==> src/rtl/fetch_unit_pkg.sv <==
// Shared constants for the fetch stage: stall bus width, boot address,
// IF2->ID bus layout and a word-alignment helper.
package fetch_unit_pkg;

  localparam int          STALL_W_DEF     = 6;
  localparam int          STALL_FETCH_BIT = 1;
  localparam logic [31:0] RESET_PC_DEF    = 32'h8000_0000;

  // if22id_bus = {inst[31:0], pc_valid, pc[31:0]}
  localparam int IF22ID_W_DEF = 65;
  localparam int BUS_PC_LSB   = 0;
  localparam int BUS_VLD_BIT  = 32;
  localparam int BUS_INST_LSB = 33;

  function automatic logic [31:0] word_align(input logic [31:0] a);
    return {a[31:2], 2'b00};
  endfunction

endpackage

==> src/rtl/fetch_hold_buf.sv <==
// IF2 instruction hold buffer: captures the SRAM word on the first frozen
// cycle and replays it for the rest of the stall, since the SRAM is not
// read while fetch is frozen and its output cannot be trusted.
module fetch_hold_buf (
  input  logic        clk,
  input  logic        rst_n,
  input  logic        flush_i,
  input  logic        freeze_i,
  input  logic        valid_i,
  input  logic [31:0] rdata_i,
  output logic [31:0] inst_o
);

  logic        hold_q, hold_d;
  logic [31:0] hold_inst_q, hold_inst_d;

  // Capture once per stall; flush or release drops the held word.
  always_comb begin
    hold_d      = hold_q;
    hold_inst_d = hold_inst_q;
    if (flush_i) begin
      hold_d = 1'b0;
    end else if (freeze_i) begin
      if (!hold_q) begin
        hold_d      = 1'b1;
        hold_inst_d = rdata_i;
      end
    end else begin
      hold_d = 1'b0;
    end
  end

  // Hold state registers.
  always_ff @(posedge clk) begin
    if (!rst_n) begin
      hold_q      <= 1'b0;
      hold_inst_q <= '0;
    end else begin
      hold_q      <= hold_d;
      hold_inst_q <= hold_inst_d;
    end
  end

  // A bubble never carries an instruction word.
  assign inst_o = !valid_i ? 32'h0 : (hold_q ? hold_inst_q : rdata_i);

endmodule

==> src/rtl/fetch_unit.sv <==
// Two-stage fetch: IF1 picks the next PC and reads the 1-cycle SRAM,
// IF2 pairs the returned word with its PC for decode.
module fetch_unit
  import fetch_unit_pkg::*;
#(
  parameter logic [31:0] RESET_PC  = RESET_PC_DEF,
  parameter int          IF22ID_WD = IF22ID_W_DEF,
  parameter int          STALL_WD  = STALL_W_DEF
) (
  input  logic                 clk,
  input  logic                 rst_n,
  input  logic                 flush,
  input  logic [31:0]          flush_pc,
  input  logic [STALL_WD-1:0]  stall,
  input  logic [32:0]          br_bus,
  output logic                 inst_sram_en,
  output logic [31:0]          inst_sram_addr,
  input  logic [31:0]          inst_sram_rdata,
  output logic [IF22ID_WD-1:0] if22id_bus
);

  logic        br_e;
  logic [31:0] br_addr;
  logic        freeze;
  logic        unused_stall;

  logic        boot_q, boot_d;
  logic [31:0] pc_q, pc_d;
  logic        valid_q, valid_d;
  logic [31:0] next_pc_raw, next_pc;
  logic [31:0] inst;

  assign {br_e, br_addr} = br_bus;
  assign freeze          = stall[STALL_FETCH_BIT];
  assign unused_stall    = ^stall;

  // Next fetch address; flush beats freeze, freeze beats branch, branch beats boot.
  always_comb begin
    next_pc_raw = pc_q + 32'd4;
    if (flush)       next_pc_raw = flush_pc;
    else if (freeze) next_pc_raw = pc_q;
    else if (br_e)   next_pc_raw = br_addr;
    else if (boot_q) next_pc_raw = RESET_PC;
  end

  assign next_pc        = word_align(next_pc_raw);
  assign inst_sram_addr = next_pc;
  assign inst_sram_en   = rst_n & (flush | ~freeze);

  // IF2 state advances whenever a read was issued; a freeze holds everything.
  always_comb begin
    boot_d  = boot_q;
    pc_d    = pc_q;
    valid_d = valid_q;
    if (flush || !freeze) begin
      boot_d  = 1'b0;
      pc_d    = next_pc;
      valid_d = 1'b1;
    end
  end

  // IF2 PC / valid / boot registers.
  always_ff @(posedge clk) begin
    if (!rst_n) begin
      boot_q  <= 1'b1;
      pc_q    <= '0;
      valid_q <= 1'b0;
    end else begin
      boot_q  <= boot_d;
      pc_q    <= pc_d;
      valid_q <= valid_d;
    end
  end

  fetch_hold_buf u_hold (
    .clk      (clk),
    .rst_n    (rst_n),
    .flush_i  (flush),
    .freeze_i (freeze),
    .valid_i  (valid_q),
    .rdata_i  (inst_sram_rdata),
    .inst_o   (inst)
  );

  // Decode sees an all-zero bus while reset is held.
  always_comb begin
    if22id_bus = '0;
    if (rst_n) begin
      if22id_bus[BUS_INST_LSB +: 32] = inst;
      if22id_bus[BUS_VLD_BIT]        = valid_q;
      if22id_bus[BUS_PC_LSB +: 32]   = pc_q;
    end
  end

endmodule

==> config.mk <==
export PLATFORM = sky130hd
export DESIGN_NAME = fetch_unit
export DESIGN_NICKNAME = d
export VERILOG_FILES = /design/src/rtl/fetch_unit_pkg.sv /design/src/rtl/fetch_hold_buf.sv /design/src/rtl/fetch_unit.sv
export SDC_FILE = /design/constraint.sdc
export NUM_CORES = 1
export LEC_CHECK = 0
export CAP_MARGIN = 20
export CORE_MARGIN = 10
export CORE_UTILIZATION = 30
export DETAILED_ROUTE_END_ITERATION = 6
export SYNTH_ARGS = -nofsm -noshare
export SYNTH_HDL_FRONTEND = slang
export SYNTH_SLANG_ARGS = --single-unit
==> constraint.sdc <==
create_clock -name clk -period 2.8 [get_ports clk]
set_clock_uncertainty 0.2 [all_clocks]
set_input_delay 0.56 -clock clk [delete_from_list [all_inputs] [get_ports clk]]
set_output_delay 0.56 -clock clk [all_outputs]
set_load 0.01 [all_outputs]
-- Word level (Yosys, flattened, before mapping)
Index checks and enable logic that the tools add are counted.
- add/sub/neg operators: 1
- multiplexer cells: 8
- bitwise logic cells: 5
- reductions and logical operators: 4
- operator list (cell ; number):
    $mux W32 ; 6
    $mux W65 ; 1
    $add A32 B3 Y32 const B ; 1
    $not A1 Y1 ; 3
    $reduce_and A2 Y1 ; 1
    $reduce_or A2 Y1 ; 1
    $and A1 B1 Y1 ; 1
    $logic_not A1 Y1 ; 1
    $logic_or A1 B1 Y1 ; 1
    $mux W1 ; 1
    $or A1 B1 Y1 ; 1
- flip-flop bits (word level): 65
- input bits: 106
- output and inout bits: 98
- logic and storage cells: 23

-- Longest topological paths before layout
- depth in word-level cells: 5
- depth in mapped cells: 7
- mapped depth without buffers: 6

-- Cells and area by module
Synthesis repeated with hierarchy kept, for this count alone.
- cells, all modules: 689
- area, all modules: 5218.8 sq um
- by module, submodules not included (module ; times used ; cells each ; area each (sq um) ; sequential area each (sq um)):
    fetch_unit ; 1 ; 476 ; 3308.2 ; 640.6
    fetch_hold_buf ; 1 ; 213 ; 1910.6 ; 660.6

-- Worst setup path after synthesis
Ideal clock, no wire load.
- path type: register to output
- start: reg pc_q[2]
- end: out inst_sram_addr[26]
- data arrival time: 1.754 ns
- data required time: 2.040 ns
- setup slack: 0.286 ns
- cell stages (with the launch flop): 7
- path buffers: 0
- cells stage by stage: dfxtp_1 -> ha_1 -> nand3_1 -> nor2_1 -> nand4_1 -> or3_1 -> nand3_1
- word-level cells in the longest chain between the ends: 5
- RTL lines (element ; RTL line ; source):
    from (decl) ; fetch_unit.sv:28 ; logic [31:0] pc_q, pc_d;
    from (signal assigned) ; fetch_unit.sv:70 ; pc_q <= pc_d;
    $add A32 B3 Y32 ; fetch_unit.sv:39 ; next_pc_raw = pc_q + 32'd4;
    $mux W32 ; fetch_unit.sv:43 ; else if (boot_q) next_pc_raw = RESET_PC;
    $mux W32 ; fetch_unit.sv:42 ; else if (br_e) next_pc_raw = br_addr;
    $mux W32 ; fetch_unit.sv:41 ; else if (freeze) next_pc_raw = pc_q;
    $mux W32 ; fetch_unit.sv:40 ; if (flush) next_pc_raw = flush_pc;
    to (decl) ; fetch_unit.sv:17 ; output logic [31:0] inst_sram_addr,
Every way passes these cells.

-- Worst setup path after layout
- start: reg pc_q[9]
- end: out inst_sram_addr[26]
Same word-level chain as after synthesis.

==> flow_summary.json <==
{
  "status": "finished with violations",
  "violations": "setup timing",
  "cts_tree": "built",
  "die_y_um": 141,
  "setup_violations": 13,
  "critPathMaxFanout": 5,
  "syn_area_um2": 4380,
  "cp.required_ns": 2.04,
  "holdWs_ns": 0.254,
  "synth_seq_cells": 65,
  "start_util_pct": 30.4,
  "reg2reg_to": "pc_q[12]$_SDFFE_PN0N_",
  "crit-reg2reg-launch": "pc_q[8]$_SDFFE_PN0N_",
  "holdCritPathClass": "reg -> reg",
  "maxCapViolations": 0,
  "grt_pass1_vias": 5766,
  "critical_path.max_stage_delay_ns": 0.41,
  "worstSetupEndpointType": "output port",
  "avgRoutedWirePerCell_um": 18.5,
  "final_common_cell": "clkdlybuf4s50_1",
  "drive_above_1_share_pct": 28.7,
  "yosys_warnings": 0,
  "post-route-min-period_ns": 2.91,
  "clock_latency_ns": 0.34,
  "clock_sinks": 65,
  "final_cells": 1102,
  "setup_ws_ns": -0.114,
  "syn_avg_cell_area_um2": 7.21,
  "final_cell_mix": "155 x clkdlybuf4s50_1, 133 x buf_4, 100 x nand2_1, 62 x nor2_1, 61 x a21oi_1",
  "regToRegSetupSlack_ns": 0.39,
  "clk_pin_slew_worst_paths_ns": 0.06,
  "htreeDepth": 3,
  "gp_congestion": 0.939,
  "crit_cells": 8,
  "grt_pass1_wl_um": 31200,
  "grt_overflow_total": 0,
  "ant_nets": 0,
  "n_fill_cell": 1311,
  "holdBufCountCts": 0,
  "worstSetupPathType": "reg -> out",
  "syn-instance-count": 608,
  "power.density_nw_per_um2": 384,
  "core_area_um2": 14400,
  "rows": 44,
  "vdd_drop_max_uv": 284,
  "numCtsBuffers": 9,
  "seq_area_um2": 1330,
  "cpMostUsedCell": "buf_6",
  "grt_max_degree": 34,
  "fin_nets": 1019,
  "synth_flop_cell": "dfxtp_1",
  "synth-edff-count": 0,
  "rr_worst_depth": 11,
  "finalSetupTns_ns": -0.741,
  "drt-total-wl_um": 20400,
  "dieArea_um2": 19800,
  "cts_root_buffer": "clkbuf_16",
  "total_power_mw": 3.10,
  "leakagePower_nw": 3.30,
  "drt_iter0_drc": 353,
  "rsz0062_at_grt": "true",
  "cp.arrival_ns": 2.15,
  "first_pass_iters": 5,
  "avgViaCountPerCell": 5.21,
  "die_x_um": 141,
  "crit_start": "pc_q[9]$_SDFFE_PN0N_",
  "ios": 204,
  "multiInputGateArea_um2": 3130,
  "fmax_mhz": 343,
  "startpoint_type": "register",
  "antenna_found_initial": 2,
  "num_vias": 5744,
  "io_buffers": 190,
  "place_hpwl_um": 15400,
  "critPathCapture": "inst_sram_addr[26]",
  "slew_viol_final": 0,
  "route.detailed.drc": 0,
  "clock_path_buffers": 2,
  "finalCritPeriodShare_pct": 104,
  "synth-async-reset-ratio_pct": 0,
  "critPathBufInv": 3,
  "hold_viol_final": 0,
  "dpl.cell_count": 1055,
  "ys_seq_area_share_pct": 29.7,
  "cpMaxStageDelayCell": "or3_4",
  "synth.distinct_cells": 67,
  "syn2layout_area_growth_pct": 84.3,
  "path_cells": "nand3_4, nor4_4, buf_4, buf_6, nand4_1, or3_4, nand3_2, buf_6",
  "cp_top_family": "simple AND/OR/NAND/NOR gates",
  "grt_usage_pct": 19.4
}
[state kept, by name (all words and copies together), names as in the netlist]
register / cells
u_hold.hold_inst_q: 32
pc_q: 30
boot_q: 1
u_hold.hold_q: 1
valid_q: 1
[per-layer routing]
| metal | wire (µm) | track usage, % |
|---|---|---|
| met1 | 8140 | 23.0 |
| met2 | 10100 | 31.9 |
| met3 | 1460 | 4.77 |
| met4 | 695 | 9.57 |
| met5 | 18 | 0 |
[worst reg2reg max path: stages (launching register included)]
cell and delay, ns:
dfxtp_1 0.37, nand3_4 0.13, buf_4 0.17, buf_4 0.14, o311ai_0 0.34, a32oi_1 0.20
buf_4 0.17, buf_4 0.12, buf_4 0.12, buf_4 0.12, buf_4 0.12, o21a_1 0.10
[layout make-up]
type                       count  share of cell area (%)
tap                          184                    2.85
timing repair buffer         337                    37.1
inverter                      21                   0.976
multi-input combinational    478                    38.7
clock inverter                 7                   0.976
sequential                    65                    16.5
clock buffer                   9                    2.79
antenna                        1                  0.0310
[per-stage QoR]
step	utilization (%)	setup slack, ns	cell area, µm²
after floorplan	-	0.286	4390
after global placement	50.3	-0.685	7260
after detailed placement	50.3	-0.688	7260
after CTS	54.7	-0.113	7890
after global routing	56.0	-0.199	8080
final	56.0	-0.114	8080
[synthesized netlist by cell type, drive strengths merged, types with 2 or more instances]
cell	count	area [µm²]
nand2	101	379
nor2	66	248
dfxtp	65	1300
a21oi	63	315
mux2i	37	370
clkbuf	31	116
and2	27	169
o21ai	25	125
nand3	20	118
inv	17	63.8
buf	16	83.8
a22oi	14	105
nand4	12	81.3
o21a	11	82.6
a31oi	7	43.8
and3	7	43.8
and4	7	61.3
nor3	7	35.0
a221oi	6	52.6
a211oi	5	37.5
nor4	5	67.6
clkinv	4	15.0
nor2b	4	25.0
xor2	4	35.0
a2bb2oi	3	26.3
mux2	3	33.8
a21o	2	15.0
a221o	2	20.0
a311o	2	21.3
a32oi	2	17.5
and4b	2	20.0
nand2b	2	12.5
o221ai	2	17.5
o311ai	2	17.5
o41ai	2	17.5
or2	2	12.5
or3	2	12.5
or4	2	18.8
[worst min-delay path by stage]
| stage | start | to | slack, ns | depth (start not counted) |
|---|---|---|---|---|
| floorplan | u_hold.hold_inst_q[0]$_SDFFE_PN0P_ | u_hold.hold_inst_q[0]$_SDFFE_PN0P_ | 0.24 | 2 |
| global placement | u_hold.hold_inst_q[27]$_SDFFE_PN0P_ | u_hold.hold_inst_q[27]$_SDFFE_PN0P_ | 0.24 | 2 |
| detailed placement | u_hold.hold_inst_q[15]$_SDFFE_PN0P_ | u_hold.hold_inst_q[15]$_SDFFE_PN0P_ | 0.25 | 2 |
| CTS | u_hold.hold_inst_q[8]$_SDFFE_PN0P_ | u_hold.hold_inst_q[8]$_SDFFE_PN0P_ | 0.26 | 2 |
| global route | u_hold.hold_inst_q[8]$_SDFFE_PN0P_ | u_hold.hold_inst_q[8]$_SDFFE_PN0P_ | 0.27 | 2 |
| finish | u_hold.hold_inst_q[20]$_SDFFE_PN0P_ | u_hold.hold_inst_q[20]$_SDFFE_PN0P_ | 0.25 | 2 |
[power by group]
part / total, mW / internal (mW) / leakage, nW / switching [mW]
clock network: 1.17 / 0.698 / 0.150 / 0.472
registers: 1.03 / 0.981 / 0.541 / 0.0485
logic: 0.898 / 0.482 / 2.61 / 0.416
[what timing repair did]
item                       4_1_cts  5_1_grt
setup buffers                   22        9
setup endpoints to repair       90       32
resized for setup              160       51
pin swaps                       22       21
[cells by family (layout without fill, tap and decap cells)]
logic type	count (synthesis)	count (layout)	synth area share [%]
other cells	1	5	0.0856
buf+inv	68	374	6.37
fa+ha+maj	1	1	0.285
simple gates	269	269	30.5
flops	65	65	29.7
compound gates	159	159	22.9
mux	40	40	9.22
xor+xnor	5	5	0.999
(Power assumes the default switching activity.)
